==> config.mk <==
export PLATFORM = sky130hd
export DESIGN_NAME = det_arbiter
export DESIGN_NICKNAME = d
export VERILOG_FILES = /design/src/rtl/det_arbiter.sv
export SDC_FILE = /design/constraint.sdc
export NUM_CORES = 1
export LEC_CHECK = 0
export ABC_AREA = 1
export CAP_MARGIN = 0
export CORE_UTILIZATION = 51
export DETAILED_ROUTE_END_ITERATION = 7
export PLACE_DENSITY = 0.77
export SYNTH_ARGS = -nofsm -noshare
export SYNTH_HDL_FRONTEND = slang
export SYNTH_SLANG_ARGS = --single-unit
==> constraint.sdc <==
create_clock -name clk -period 1.71 [get_ports clk]
set_input_delay 0.171 -clock clk [delete_from_list [all_inputs] [get_ports clk]]
set_output_delay 0.171 -clock clk [all_outputs]
set_load 0.03 [all_outputs]
==> src/rtl/det_arbiter.sv <==
// Purpose: round-robin arbiter for two serial sources, plus a 000/111 detector over overlapping 3-bit windows.
// Latency: gnt rises 1 cycle after req; done pulses FRAME cycles after gnt rises; match trails its third bit by 1 cycle.
// Backpressure: none; withdrawing the granted req aborts the frame, and the non-granted source waits in req.
module det_arbiter #(
  parameter int FRAME = 8
) (
  input  logic       clk,
  input  logic       reset,
  input  logic [1:0] req,
  input  logic       x0,
  input  logic       x1,
  output logic [1:0] gnt,
  output logic       match,
  output logic       done,
  output logic       abort,
  output logic [3:0] hit_cnt,
  output logic       done_id
);

  typedef enum logic [1:0] {
    IDLE = 2'd0,
    RUN  = 2'd1,
    DONE = 2'd2
  } state_t;

  localparam logic [3:0] LAST_BIT = 4'(FRAME - 1);

  state_t     state_q, state_d;
  logic [1:0] gnt_q, gnt_d;
  logic       match_q, match_d;
  logic       done_q, done_d;
  logic       abort_q, abort_d;
  logic [3:0] hit_cnt_q, hit_cnt_d;
  logic       done_id_q, done_id_d;
  logic [3:0] bit_cnt_q, bit_cnt_d;
  // Only the two previous samples need storing; the third window bit is the live input.
  logic [1:0] hist_q, hist_d;
  logic       last_q, last_d;
  logic       src_q, src_d;

  logic       x_sel;
  logic       req_sel;

  assign x_sel   = src_q ? x1 : x0;
  assign req_sel = req[src_q];

  // Next-state, grant, window detection and completion/abort decisions.
  always_comb begin
    state_d   = state_q;
    gnt_d     = gnt_q;
    match_d   = 1'b0;
    done_d    = 1'b0;
    abort_d   = 1'b0;
    hit_cnt_d = hit_cnt_q;
    done_id_d = done_id_q;
    bit_cnt_d = bit_cnt_q;
    hist_d    = hist_q;
    last_d    = last_q;
    src_d     = src_q;
    case (state_q)
      IDLE: begin
        if (req != 2'b00) begin
          // On a tie the source not served last wins; otherwise the sole requester.
          src_d     = (req == 2'b11) ? ~last_q : req[1];
          gnt_d     = (src_d) ? 2'b10 : 2'b01;
          bit_cnt_d = 4'd0;
          hist_d    = 2'b00;
          hit_cnt_d = 4'd0;
          state_d   = RUN;
        end
      end
      RUN: begin
        if (!req_sel) begin
          // Withdrawal: drop the frame without sampling, keep the partial hit count.
          gnt_d     = 2'b00;
          abort_d   = 1'b1;
          done_id_d = src_q;
          last_d    = src_q;
          state_d   = IDLE;
        end else begin
          hist_d    = {hist_q[0], x_sel};
          bit_cnt_d = bit_cnt_q + 4'd1;
          if ((bit_cnt_q >= 4'd2) && (hist_q == {2{x_sel}})) begin
            match_d   = 1'b1;
            hit_cnt_d = hit_cnt_q + 4'd1;
          end
          if (bit_cnt_q == LAST_BIT) begin
            gnt_d     = 2'b00;
            done_d    = 1'b1;
            done_id_d = src_q;
            state_d   = DONE;
          end
        end
      end
      DONE: begin
        // No grant here, which forces one idle cycle between frames.
        last_d  = src_q;
        state_d = IDLE;
      end
      default: begin
        gnt_d   = 2'b00;
        state_d = IDLE;
      end
    endcase
  end

  // State registers with asynchronous active-low reset.
  always_ff @(posedge clk or negedge reset) begin
    if (!reset) begin
      state_q   <= IDLE;
      gnt_q     <= 2'b00;
      match_q   <= 1'b0;
      done_q    <= 1'b0;
      abort_q   <= 1'b0;
      hit_cnt_q <= 4'd0;
      done_id_q <= 1'b0;
      bit_cnt_q <= 4'd0;
      hist_q    <= 2'b00;
      last_q    <= 1'b1;
      src_q     <= 1'b0;
    end else begin
      state_q   <= state_d;
      gnt_q     <= gnt_d;
      match_q   <= match_d;
      done_q    <= done_d;
      abort_q   <= abort_d;
      hit_cnt_q <= hit_cnt_d;
      done_id_q <= done_id_d;
      bit_cnt_q <= bit_cnt_d;
      hist_q    <= hist_d;
      last_q    <= last_d;
      src_q     <= src_d;
    end
  end

  assign gnt     = gnt_q;
  assign match   = match_q;
  assign done    = done_q;
  assign abort   = abort_q;
  assign hit_cnt = hit_cnt_q;
  assign done_id = done_id_q;

endmodule
Word-level counts from Yosys, hierarchy flattened
Cells that the tools add are included.
- register bits after elaboration: 20
- output and inout bits: 10
- logic and storage cells: 74
- $add $sub $neg: 2
- order comparisons: 2
- equality and inequality tests: 11
- multiplexer cells: 34
- bitwise gates (word level): 2
- reductions and logical operators: 12
- operators with widths (kind ; number):
    $mux W2 ; 9
    $mux W4 ; 4
    $pmux W4 S2 ; 2
    $mux W1 ; 15
    $add A4 B1 Y4 const B ; 2
    $ne A2 B2 Y1 const B ; 4
    $pmux W2 S2 ; 2
    $reduce_and A2 Y1 ; 4
    $pmux W2 S3 ; 1
    $reduce_and A3 Y1 ; 2
    $reduce_bool A2 Y1 ; 3
    $eq A2 B2 Y1 const B ; 2
    $eq A4 B3 Y1 const B ; 1
    $ge A4 B2 Y1 const B ; 1
    $reduce_and A4 Y1 ; 1
    $ne A3 B3 Y1 const B ; 1
    $eq A2 B1 Y1 const B ; 1
    $eq A2 B2 Y1 ; 1
    $logic_not A2 Y1 ; 1
    $lt A1 B2 Y1 const B ; 1
    $ne A2 B1 Y1 const B ; 1
    $not A1 Y1 ; 2
    $pmux W1 S2 ; 1
    $logic_and A1 B1 Y1 ; 1

Logic depth before layout (Yosys ltp)
Gate-level depths: netlist of the first run.
- word-level depth: 6
- depth in mapped cells: 9
- gate-level depth less buffers: 9

Worst setup path after synthesis of the first run
No wires, ideal clock.
- kind: reg2reg
- from: register bit_cnt_q[0]
- to: register hit_cnt_q[2] (netlist: hit_cnt[2])
- arrival: 1.087 ns
- data required time: 1.591 ns
- path slack: 0.504 ns
- stages on the path, launching flop included: 9
- path buffers: 0
- cell sequence: dfrtp_1 -> inv_1 -> ha_1 -> nor2_1 -> nand3_1 -> nand3_4 -> clkinv_2 -> nand2_1 -> nand2_1
- cells in the longest elaborated chain, start to end: 4
- RTL lines (item ; RTL line ; source):
    start: declaration ; 35 ; logic [3:0] bit_cnt_q, bit_cnt_d;
    start signal: assignment ; 129 ; bit_cnt_q <= bit_cnt_d;
    $ge A4 B2 Y1 ; 83 ; if ((bit_cnt_q >= 4'd2) && (hist_q == {2{x_sel}})) begin
    $logic_and A1 B1 Y1 ; 83 ;
    $ne A2 B2 Y1 (no source line) ; n/a ;
    $reduce_and A4 Y1 (no source line) ; n/a ;
    end signal: assignment ; 127 ; hit_cnt_q <= hit_cnt_d;
    end: declaration ; 33 ; logic [3:0] hit_cnt_q, hit_cnt_d;
No other way between the ends.
A chain may end at the register's enable or synchronous reset.

Worst setup path after layout of the first run
- from: register hit_cnt_q[2] (netlist: hit_cnt[2])
- to: output port hit_cnt[2]
- RTL lines (item ; RTL line ; source):
    end: declaration ; 16 ; output logic [3:0] hit_cnt,
No word-level cell between the ends.

==> summary.md, run 1 <==
| Metric | Value |
|---|---|
| Post-Synth Simple-Gate Area | `0.3023` |
| ANT cells | `0` |
| TritonCTS sink count | `20` |
| VDD IR max | `0.7988 mV` |
| Mux contribution to synthesized area | `0` |
| Slew @ Worst Pin | `306.8 ps` |
| Critical Path RT | `between 1500 and 2000 ps` |
| Register area share after synthesis | `0.5115` |
| Setup TNS | `0 ps` |
| Via count | `797` |
| Clock root buffer | `clkbuf_4` |
| Post-Synth Adder-Cell Area | `0.03827` |
| Finished Layout Cells | `163` |
| Initial antenna violation count | `0` |
| Synth Register Bits | `20` |
| CORE AREA | `0.001764 mm^2` |
| LEAKAGE | `approximately 0.64 nW` |
| Most frequent cells in the layout | `nand2_1 (36), dfrtp_1 (19), clkdlybuf4s50_1 (15)` |
| Worst r2r path cells | `8` |
| Total track usage | `0.1893` |
| Pin count of the biggest net entering global routing | `21` |
| Compound-Gate Fraction of Synth Area | `0.06250` |
| Crit-path max cell delay | `about 700 ps` |
| Rows | `15` |
| Crit Reg-Reg Endpoint | `hit_cnt[0]` |
| Detailed Place HPWL | `1.372 mm` |
| Ys Warns | `0` |
| Setup violation total in the final timing report | `0` |
| Final min period | `around 1600 ps` |
| Endpoints failing hold | `0` |
| Syn Nets | `127` |
| CTS tree | `yes` |
| Placer congestion estimate | `around 0.86` |
| CP bufs+invs | `1` |
| Worst setup SP type | `flip-flop` |
| First-pass GRT wire length | `2.787 mm` |
| Area Growth Syn to Fin | `24.87%` |
| Drt total wl | `1.780 mm` |
| Post-route antenna net violation count | `0` |
| Detailed-router iteration count before antenna repair | `4` |
| CP Capture Type | `output pin` |
| Maximum Capacitance Violations | `0` |
| Vias in the first global route | `704` |
| Die Y | `between 40 and 50 um` |
| Outcome | `finished, final reports clean` |
| Fin crit share | `0.9410` |
| Top delay family on crit path | `buffers and inverters` |
| Initial drt markers | `19` |
| Grt ovf | `0` |
| IO Pins | `16` |
| DP Cell Count | `159` |
| Fmax | `621.5 MHz` |
| Most common cell after layout, fill and taps aside | `nand2_1` |
| XOR/XNOR Fraction of Synth Area | `0.01786` |
| DIE WIDTH | `45.86 um` |
| Routed len/inst | `roughly 11 um` |
| RSZ-0062 raised after global routing | `false` |
| Layout cells sized above 1 | `0.1159` |
| Post-route DRC | `0` |
| Post-DR vias/cell | `4.890` |
| PwrDens | `~1700 mW/mm^2` |
| Port Buf Inserts | `15` |
| Final #Nets | `148` |
| Reg2reg start | `bit_cnt_q[0]` |
| CTS clk-pin slew, worst paths | `120 ps` |
| Clk buf depth | `2` |
| Worst skew pair latency | `310 ps` |
| Slew HR | `0.7948` |
| Kind of critical path | `flip-flop to output pin` |
| Post-CTS sizing | `0` |
| Reg2Reg Setup Slack | `slightly below 400 ps` |
| Cts hold-fix bufs | `0` |
| Die footprint | `0.002103 mm^2` |
| Slowest stage cell, crit path | `clkdlybuf4s50_1` |
| H-Tree Level Count | `1` |
| Crit path cell chain | `clkdlybuf4s50_1` |
| Slew Viols, Final | `0` |
| Clock skew | `12.78 ps` |
| Setup bufs post-CTS | `0` |
| Initial core utilization | `0.5560` |
| Worst-path maximum fanout | `4` |
| TritonCTS Buffers | `3` |
| Mapped cell area | `980.9 um^2` |
| Syn_area_per_cell | `8.313 um^2` |
| Post-Synthesis Cells | `around 120` |
| Crit path DAT | `1440 ps` |
| Library cells used by synthesis | `20` |
| Largest family of logic cells by synthesized area | `simple AND/OR/NAND/NOR gates` |
| Hold Path Class | `input pin to async pin` |
flip-flops by register name, summed over array words and instances, names as in the netlist:
| register | count |
|---|---|
| done_id | 1 |
| state_q | 2 |
| hist_q | 2 |
| done | 1 |
| last_q | 1 |
| hit_cnt | 4 |
| gnt | 2 |
| abort | 1 |
| bit_cnt_q | 4 |
| match | 1 |
| src_q | 1 |
Yosys cell counts (all sizes together):
cell,n,share of area
buf,1,0.0051
a21oi,4,0.020
xor2,2,0.018
ha,3,0.038
inv,15,0.057
nand2,38,0.16
or2,1,0.0064
o21ai,7,0.036
dfstp,1,0.027
dfrtp,19,0.48
o22ai,1,0.0064
clkinv,1,0.0051
nand3,13,0.079
nor2,12,0.061
per-layer routing:
| layer | wire [um] | track usage | vias up |
|---|---|---|---|
| met4 | 29 | 0.1118 | 0 |
| met2 | 835 | 0.3014 | 13 |
| met3 | 61 | 0.03968 | 5 |
| li1 | - | - | 411 |
| met1 | 854 | 0.2337 | 368 |
| met5 | 0 | 0 | - |
cell families after synthesis:
kind of cell	Yosys count
AND/OR/NAND/NOR	64
flip-flops	20
buffers and inverters	17
AO/OA/AOI/OAI	12
adder cells (fa/ha/maj)	3
XOR/XNOR	2
where the power goes:
group | internal [W] | switching (W) | total (W) | leakage [nW]
Clock | 0.000237 | 0.000152 | 0.000389 | 0.0279
Sequential | 0.000638 | 0.000119 | 0.000757 | 0.261
Combinational | 0.000333 | 0.000590 | 0.000923 | 0.347
worst max-delay path by stage:
stage / from / endpoint / slack [ps] / cells past startpoint
global route: hit_cnt[2] / hit_cnt[2] / 50 / 1
CTS: hit_cnt[2] / hit_cnt[2] / 110 / 1
detailed placement: req[0] / bit_cnt_q[2] / 230 / 9
finish: hit_cnt[2] / hit_cnt[2] / 100 / 1
global placement: req[0] / hit_cnt[1] / 290 / 8
floorplan: bit_cnt_q[0] / hit_cnt[2] / 500 / 8
through the flow:
step	total power (W)	utilization	instance area (um^2)	hold slack, ps	worst slack [ps]
3_3_place_gp	0.001667	0.6645	1172	456.9	294.3
3_5_place_dp	0.001698	0.6645	1172	468.2	230.0
4_1_cts	0.002082	0.6943	1225	196.9	106.1
2_1_floorplan	0.001400	-	980.9	-124.6	504.0
5_1_grt	0.002210	0.6943	1225	189.9	54.19
6_report	0.002069	0.6943	1225	180.5	101.0
final cells by class:
type | instances | area (um^2)
clock buffer | 3 | 22.52
sequential | 20 | 501.7
fill | 154 | 539.3
multi-input combinational | 81 | 412.9
inverter | 16 | 61.31
clock inverter | 1 | 30.03
timing repair buffer | 17 | 165.2
tap | 25 | 31.28
Power figures use the tool's default switching activity.
==> inputs of run 2 (changes only) <==
--- a/config.mk
+++ b/config.mk
@@ -7,6 +7,7 @@
 export LEC_CHECK = 0
 export ABC_AREA = 1
 export CAP_MARGIN = 0
+export CORE_ASPECT_RATIO = 1.1
 export CORE_UTILIZATION = 51
 export DETAILED_ROUTE_END_ITERATION = 7
 export PLACE_DENSITY = 0.77
==> summary.md, run 2 (synthesis gave the netlist of run 1 again) <==
| Metric | Value |
|---|---|
| CORE AREA | `0.001802 mm^2` |
| TritonCTS Buffers | `3` |
| Util after Layout | `0.6660` |
| Critical Path RT | `between 1500 and 2000 ps` |
| Crit-path max cell delay | `690 ps` |
| Post-DR vias/cell | `5.205` |
| Die footprint | `0.002103 mm^2` |
| Slowest stage cell, crit path | `clkdlybuf4s50_1` |
| Most common cell after layout, fill and taps aside | `nand2_1` |
| Placer congestion estimate | `0.9375` |
| Post-route antenna net violation count | `0` |
| Crit path cell chain | `clkdlybuf4s50_1` |
| Endpoints failing hold | `0` |
| RSZ-0062 raised after global routing | `false` |
| Setup TNS | `0 ps` |
| Setup violation total in the final timing report | `0` |
| Overall power consumption | `0.001960 W` |
| Fmax | `631.5 MHz` |
| Clk buf depth | `2` |
| Most frequent cells in the layout | `nand2_1 (36), dfrtp_1 (19), clkdlybuf4s50_1 (15)` |
| Outcome | `finished, violations left` |
| First-pass GRT wire length | `2.739 mm` |
| CTS clk-pin slew, worst paths | `between 100 and 150 ps` |
| Violations in the final reports | `DRC` |
| Post-CTS sizing | `0` |
| Clock skew | `about 7.8 ps` |
| Detailed Place HPWL | `1.403 mm` |
| Fin crit share | `0.9261` |
| Final min period | `1584 ps` |
| CP bufs+invs | `1` |
| Slew HR | `0.7868` |
| DIE WIDTH | `43.82 um` |
| Setup bufs post-CTS | `0` |
| Area Growth Syn to Fin | `22.32%` |
| Initial drt markers | `20` |
| Total track usage | `0.1846` |
| Initial core utilization | `0.5444` |
| Top delay family on crit path | `buffers and inverters` |
| Post-route DRC | `2` |
| Layout cells sized above 1 | `0.1159` |
| Maximum Capacitance Violations | `0` |
| ANT cells | `0` |
| Detailed-router iteration count before antenna repair | `6` |
| VDD IR max | `0.9693 mV` |
| CTS tree | `yes` |
| Cts hold-fix bufs | `0` |
| Kind of critical path | `flip-flop to output pin` |
| H-Tree Level Count | `1` |
| FILL cells | `144` |
| Clock root buffer | `clkbuf_4` |
| Slew Viols, Final | `0` |
| CP Capture Type | `output pin` |
| Rows | `16` |
| Final #Nets | `148` |
| Initial antenna violation count | `0` |
| Worst skew pair latency | `300 ps` |
| Worst setup SP type | `flip-flop` |
| Crit path DAT | `1410 ps` |
| Routed len/inst | `11.77 um` |
| Worst-path maximum fanout | `5` |
| Vias in the first global route | `659` |
| Drt total wl | `1.836 mm` |
| Hold Path Class | `input pin to async pin` |
| Pin count of the biggest net entering global routing | `21` |
| PwrDens | `1634 mW/mm^2` |
| TritonCTS sink count | `20` |
| Port Buf Inserts | `15` |
| LEAKAGE | `0.6298 nW` |
| Die Y | `48.00 um` |
| Grt ovf | `0` |
| Via count | `812` |
| IO Pins | `16` |
| Slew @ Worst Pin | `318.8 ps` |
| WHS | `192.5 ps` |
run 2: per-stage QoR:
step / setup slack, ps / instances / cell area, um^2
after floorplan: 504.0 / 118 / 980.9
after global placement: 301.0 / 152 / 1164
after detailed placement: 225.8 / 152 / 1164
after CTS: 100.2 / 156 / 1200
after global routing: 53.52 / 156 / 1200
final: 126.4 / 156 / 1200
run 2: path summary, 6_finish.rpt:
path                              end    startpoint  cells after the start  slack (ps)
max                        hit_cnt[0]    hit_cnt[0]                      1         130
min                              done         reset                      2         190
max reg2reg                hit_cnt[0]  bit_cnt_q[0]                      8         350
min reg2reg                    gnt[1]        gnt[1]                      2         490
max in group asynchronous      last_q         reset                      2        1250
min in group clk               gnt[1]        gnt[1]                      2         490
run 2: routing by layer:
layer | share of wire | track usage | vias up
met1 | 0.46 | 0.2264 | 382
li1 | - | - | 409
met4 | 0.0071 | 0.09375 | 0
met5 | 0 | 0 | -
met2 | 0.50 | 0.3254 | 19
met3 | 0.028 | 0.02264 | 2
run 2: power by group:
group	total (W)	leakage, nW	internal (W)	switching (W)
clock network	0.000274	0.0210	0.000130	0.000144
logic	0.000932	0.347	0.000333	0.000599
registers	0.000754	0.261	0.000638	0.000116
run 2: area by class of cell:
class / count / area [um^2] / area share
repair buffers: 17 / 165.2 / 0.1376
flip-flops and latches: 20 / 501.7 / 0.4181
multi-input cells: 81 / 412.9 / 0.3441
clock buffers: 4 / 36.28 / 0.03024
well taps: 18 / 22.52 / 0.01877
inverters: 16 / 61.31 / 0.05109
==> inputs of run 3 (changes only) <==
--- a/config.mk
+++ b/config.mk
@@ -10,6 +10,7 @@
 export CORE_ASPECT_RATIO = 1.1
 export CORE_UTILIZATION = 51
 export DETAILED_ROUTE_END_ITERATION = 7
+export MAX_ROUTING_LAYER = met4
 export PLACE_DENSITY = 0.77
 export SYNTH_ARGS = -nofsm -noshare
 export SYNTH_HDL_FRONTEND = slang
==> results of run 3 <==
The final DEF is identical to that of run 2; final timing and power are the same.
Main changes from that run: final weighted congestion in routability-driven placement 0.9375 -> 0.9544; overall routing resource usage 0.1846 -> 0.1909
==> RTL edit 1: new RTL, flow settings as in run 2 <==
The parameter `FRAME` goes from 8 to 7.
--- a/src/rtl/det_arbiter.sv
+++ b/src/rtl/det_arbiter.sv
@@ -2,7 +2,7 @@
 // Latency: gnt rises 1 cycle after req; done pulses FRAME cycles after gnt rises; match trails its third bit by 1 cycle.
 // Backpressure: none; withdrawing the granted req aborts the frame, and the non-granted source waits in req.
 module det_arbiter #(
-  parameter int FRAME = 8
+  parameter int FRAME = 7
 ) (
   input  logic       clk,
   input  logic       reset,
Formal check against the unedited RTL: not equivalent (a bounded check fails within 10 cycles, from zero or initial values and one cycle with reset low).
==> RTL edit 1 against run 2 <==
Sequential cell count is the same; sequential power about the same; highest routed layer unchanged; synthesized area up 2.9%; critical path depth unchanged; critical endpoint unchanged; final cell count grew 6.4%; setup slack gained 20 ps; total power shrank 0.95%; synthesized cell count up 0.85%; non-clock buffer count unchanged; wire length shrank 3.9%; final area is 2.3% higher; count of clock-buffer cells in the layout unchanged.
==> RTL edit 1: results (changes against run 2) <==
- Status: completed
- Synthesized instance count: 119 (+0.85%)
- Met3 Resource Use GR: 2.239% (-0.025 points)
- GRT met1 Usage: 25.25% (+2.6 points)
- Syn nets: 128 (+0.79%)
- WL met3: 32 um (-38%)
- Post-Place Worst Slack: 232.5 ps (+6.677 ps)
- DP Wirelength: 1.421 mm (+1.3%)
- Routed via count: 800 (-1.5%)
- Pin count of the biggest net entering global routing: 14 (-33%)
- Power, Total: 1.942 mW (-0.95%)
- Gr usage total: 20.72% (+2.3 points)
- Met2 Usage GRT: 38.73% (+6.2 points)
- Register area share after synthesis: 49.69% (-1.5 points)
- Initial drt markers: 9 (-55%)
- Placed cells: 162 (+6.6%)
- Worst reg-to-reg setup slack: 380 ps (+30 ps)
- M1 WL: 762 um (-9.7%)
- Clk_skew: 10.83 ps (+2.995 ps)
- Fmax: 639.7 MHz (+1.3%)
- Wire per inst: 10.63 um (-9.7%)
- Via count of the first global-routing pass: 853 (+29%)
- Seq power: 0.753 mW (about the same)
- Pleak: 0.6332 nW (+0.53%)
- DR WL met2: 959 um (+3.6%)
==> RTL edit 1: logic make-up after synthesis <==
kind of cell / synth area share [%]
DFF: 49.69
buffers and inverters: 7.063
adders and majority gates: 3.718
and+or+nand+nor: 31.85
AOI/OAI and AO/OA: 5.948
xor gates and xnor gates: 1.735
==> RTL edit 1: worst min-delay path by stage <==
stage                         to  slack [ps]
after floorplan            abort        -120
after global placement     abort         460
after detailed placement  gnt[1]         460
after CTS                  abort         150
after global routing       abort         160
final                      abort         130
==> RTL edit 1: cell type report <==
| class | count | area, um^2 | area share [%] |
|---|---|---|---|
| Inverter | 16 | 63.81 | 5.199 |
| Multi-Input combinational cell | 82 | 436.7 | 35.58 |
| Sequential cell | 20 | 501.7 | 40.88 |
| Clock buffer | 4 | 26.28 | 2.141 |
| Tap cell | 27 | 33.78 | 2.752 |
| Timing Repair Buffer | 17 | 165.2 | 13.46 |
==> RTL edit 2: new RTL, config.mk and constraints of run 2 <==
Made on the original files. The 3 states of `state_t` get a one-hot encoding in 3 bits.
--- a/src/rtl/det_arbiter.sv
+++ b/src/rtl/det_arbiter.sv
@@ -17,10 +17,10 @@
   output logic       done_id
 );
 
-  typedef enum logic [1:0] {
-    IDLE = 2'd0,
-    RUN  = 2'd1,
-    DONE = 2'd2
+  typedef enum logic [2:0] {
+    IDLE = 3'b001,
+    RUN  = 3'b010,
+    DONE = 3'b100
   } state_t;
 
   localparam logic [3:0] LAST_BIT = 4'(FRAME - 1);
Function: no difference found for any inputs over 10 cycles, from zero or initial values and one cycle with reset low; not proved beyond that.
==> RTL edit 2 against run 2 <==
Final cell count increased by 7.1%; sequential cell count grew 1; critical endpoint unchanged; setup slack worse by 20 ps; combinational power down 36%; wire length up 2.1%; die area is 4.9% higher; first-iteration DRC count fell by 25%; sequential power shrank 5.7%; non-clock buffer count fell by 1; critical path type unchanged; synthesized area rose by 5.1%; total power is 21% lower; clock skew up 0.81 ps; largest cell class unchanged; final area is 4.2% higher; count of clock-buffer cells in the layout shrank 1.
==> RTL edit 2: results (changes against run 2) <==
- Status: completed
- Netlist cell types: 23 (+15%)
- Post-Place Worst Slack: 127.3 ps (-98.53 ps)
- First-pass DRT Iterations: 4 (-2)
- Slowest Stage Delay on Critical Path: 710 ps (+20 ps)
- GP Congestion: 0.8046 (-14%)
- Post-CTS setup buffer count: 0 (unchanged)
- Initial antenna violation count: 0 (unchanged)
- Antenna diodes: 0 (unchanged)
- CP Max Fanout: 5 (unchanged)
- Pleak: 0.6200 nW (-1.6%)
- Initial drt markers: 15 (-25%)
- Layout cells sized above 1: 10.71% (-0.88 points)
- Yosys warns: 0 (unchanged)
- Post-cts gate resize count: 0 (unchanged)
- Clk_skew: 8.639 ps (+0.8077 ps)
- Via count of the first global-routing pass: 833 (+26%)
- Synthesized instance count: 120 (+1.7%)
- IO Port Bufs: 15 (unchanged)
- Register area share after synthesis: 51.21% (+0.066 points)
- Crit path max-delay cell type: clkdlybuf4s50_1
- Synth Area in XOR/XNOR: 1.699% (-0.087 points)
- CTS clk-pin slew, worst paths: 120 ps (about the same)
- Wire per inst: 11.22 um (-4.7%)
- Synth Area in Adders: 3.641% (-0.19 points)
- Internal power: 0.9172 mW (-17%)
- Relative slew slack: 78.41% (-0.27 points)
- Pin count of the biggest net entering global routing: 22 (+4.8%)
- First-pass GRT wire length: 3.429 mm (+25%)
- Syn nets: 129 (+1.6%)
- Synth cell count leaders: nand2_1 (29), dfrtp_1 (19), inv_1 (17)
- Max IR drop VDD: 0.7197 mV (-26%)
- Placed cells: 163 (+7.2%)
- DP Wirelength: 1.477 mm (+5.3%)
- Hold crit path type: in -> async
- Non-filler instance count after layout: 167 (+7.1%)
- Compound-cell area share of the yosys netlist: 8.981% (+2.7 points)
- Mux cell area share after synthesis: 0% (unchanged)
- DP Area: 1222 um^2 (+5.1%)
- Gr usage total: 20.88% (+2.4 points)
- Routed via count: 849 (+4.6%)
- Synth top area cells: dfrtp_1 (46%), nand2_1 (11%), inv_1 (6.2%)
- Fin nets: 150 (+1.4%)
- Number of buffers created by CTS: 3 (unchanged)
- Critical Path AT: 1430 ps (+20 ps)
RTL edit 2: metal layers:
layer / track usage [%] / vias up / share of wire (%)
met1: 25.06 / 399 / 45
li1: - / 425 / -
met5: 0 / - / 0
met4: 9.091 / 0 / 1.9
met3: 3.704 / 4 / 3.8
met2: 35.54 / 21 / 49
RTL edit 2: worst paths after layout:
path,startpoint,end,slack [ps],cells after the start
setup / recovery,hit_cnt[0],hit_cnt[0],110,1
hold / removal,reset,abort,200,2
setup reg to reg,state_q[0],hit_cnt[2],270,6
hold reg to reg,gnt[0],gnt[0],490,2
max in group asynchronous,reset,state_q[0],1250,2
min in group clk,gnt[0],gnt[0],490,2
RTL edit 2: cells by family (layout without fill, tap and decap cells):
logic type,count (synthesis),after routing
xor+xnor,2,2
simple gates,60,60
compound gates,17,17
fa+ha+maj,3,3
buf+inv,17,37
flops,21,21
RTL edit 2: cell type report:
class / count / area (um^2)
Inverter: 17 / 63.81
Fill cell: 178 / 591.8
Timing Repair Buffer: 16 / 157.7
Clock buffer: 3 / 22.52
Clock inverter: 1 / 5.005
Sequential cell: 21 / 528.0
Multi-Input combinational cell: 82 / 439.2
Tap cell: 27 / 33.78
RTL edit 2: power groups by stage:
stage	clock network, mW	registers, mW	logic (mW)
2_1_floorplan	0	0.780	0.344
3_3_place_gp	0	0.718	0.591
3_5_place_dp	0	0.722	0.600
4_1_cts	0.240	0.712	0.604
5_1_grt	0.260	0.726	0.678
6_report	0.233	0.711	0.601
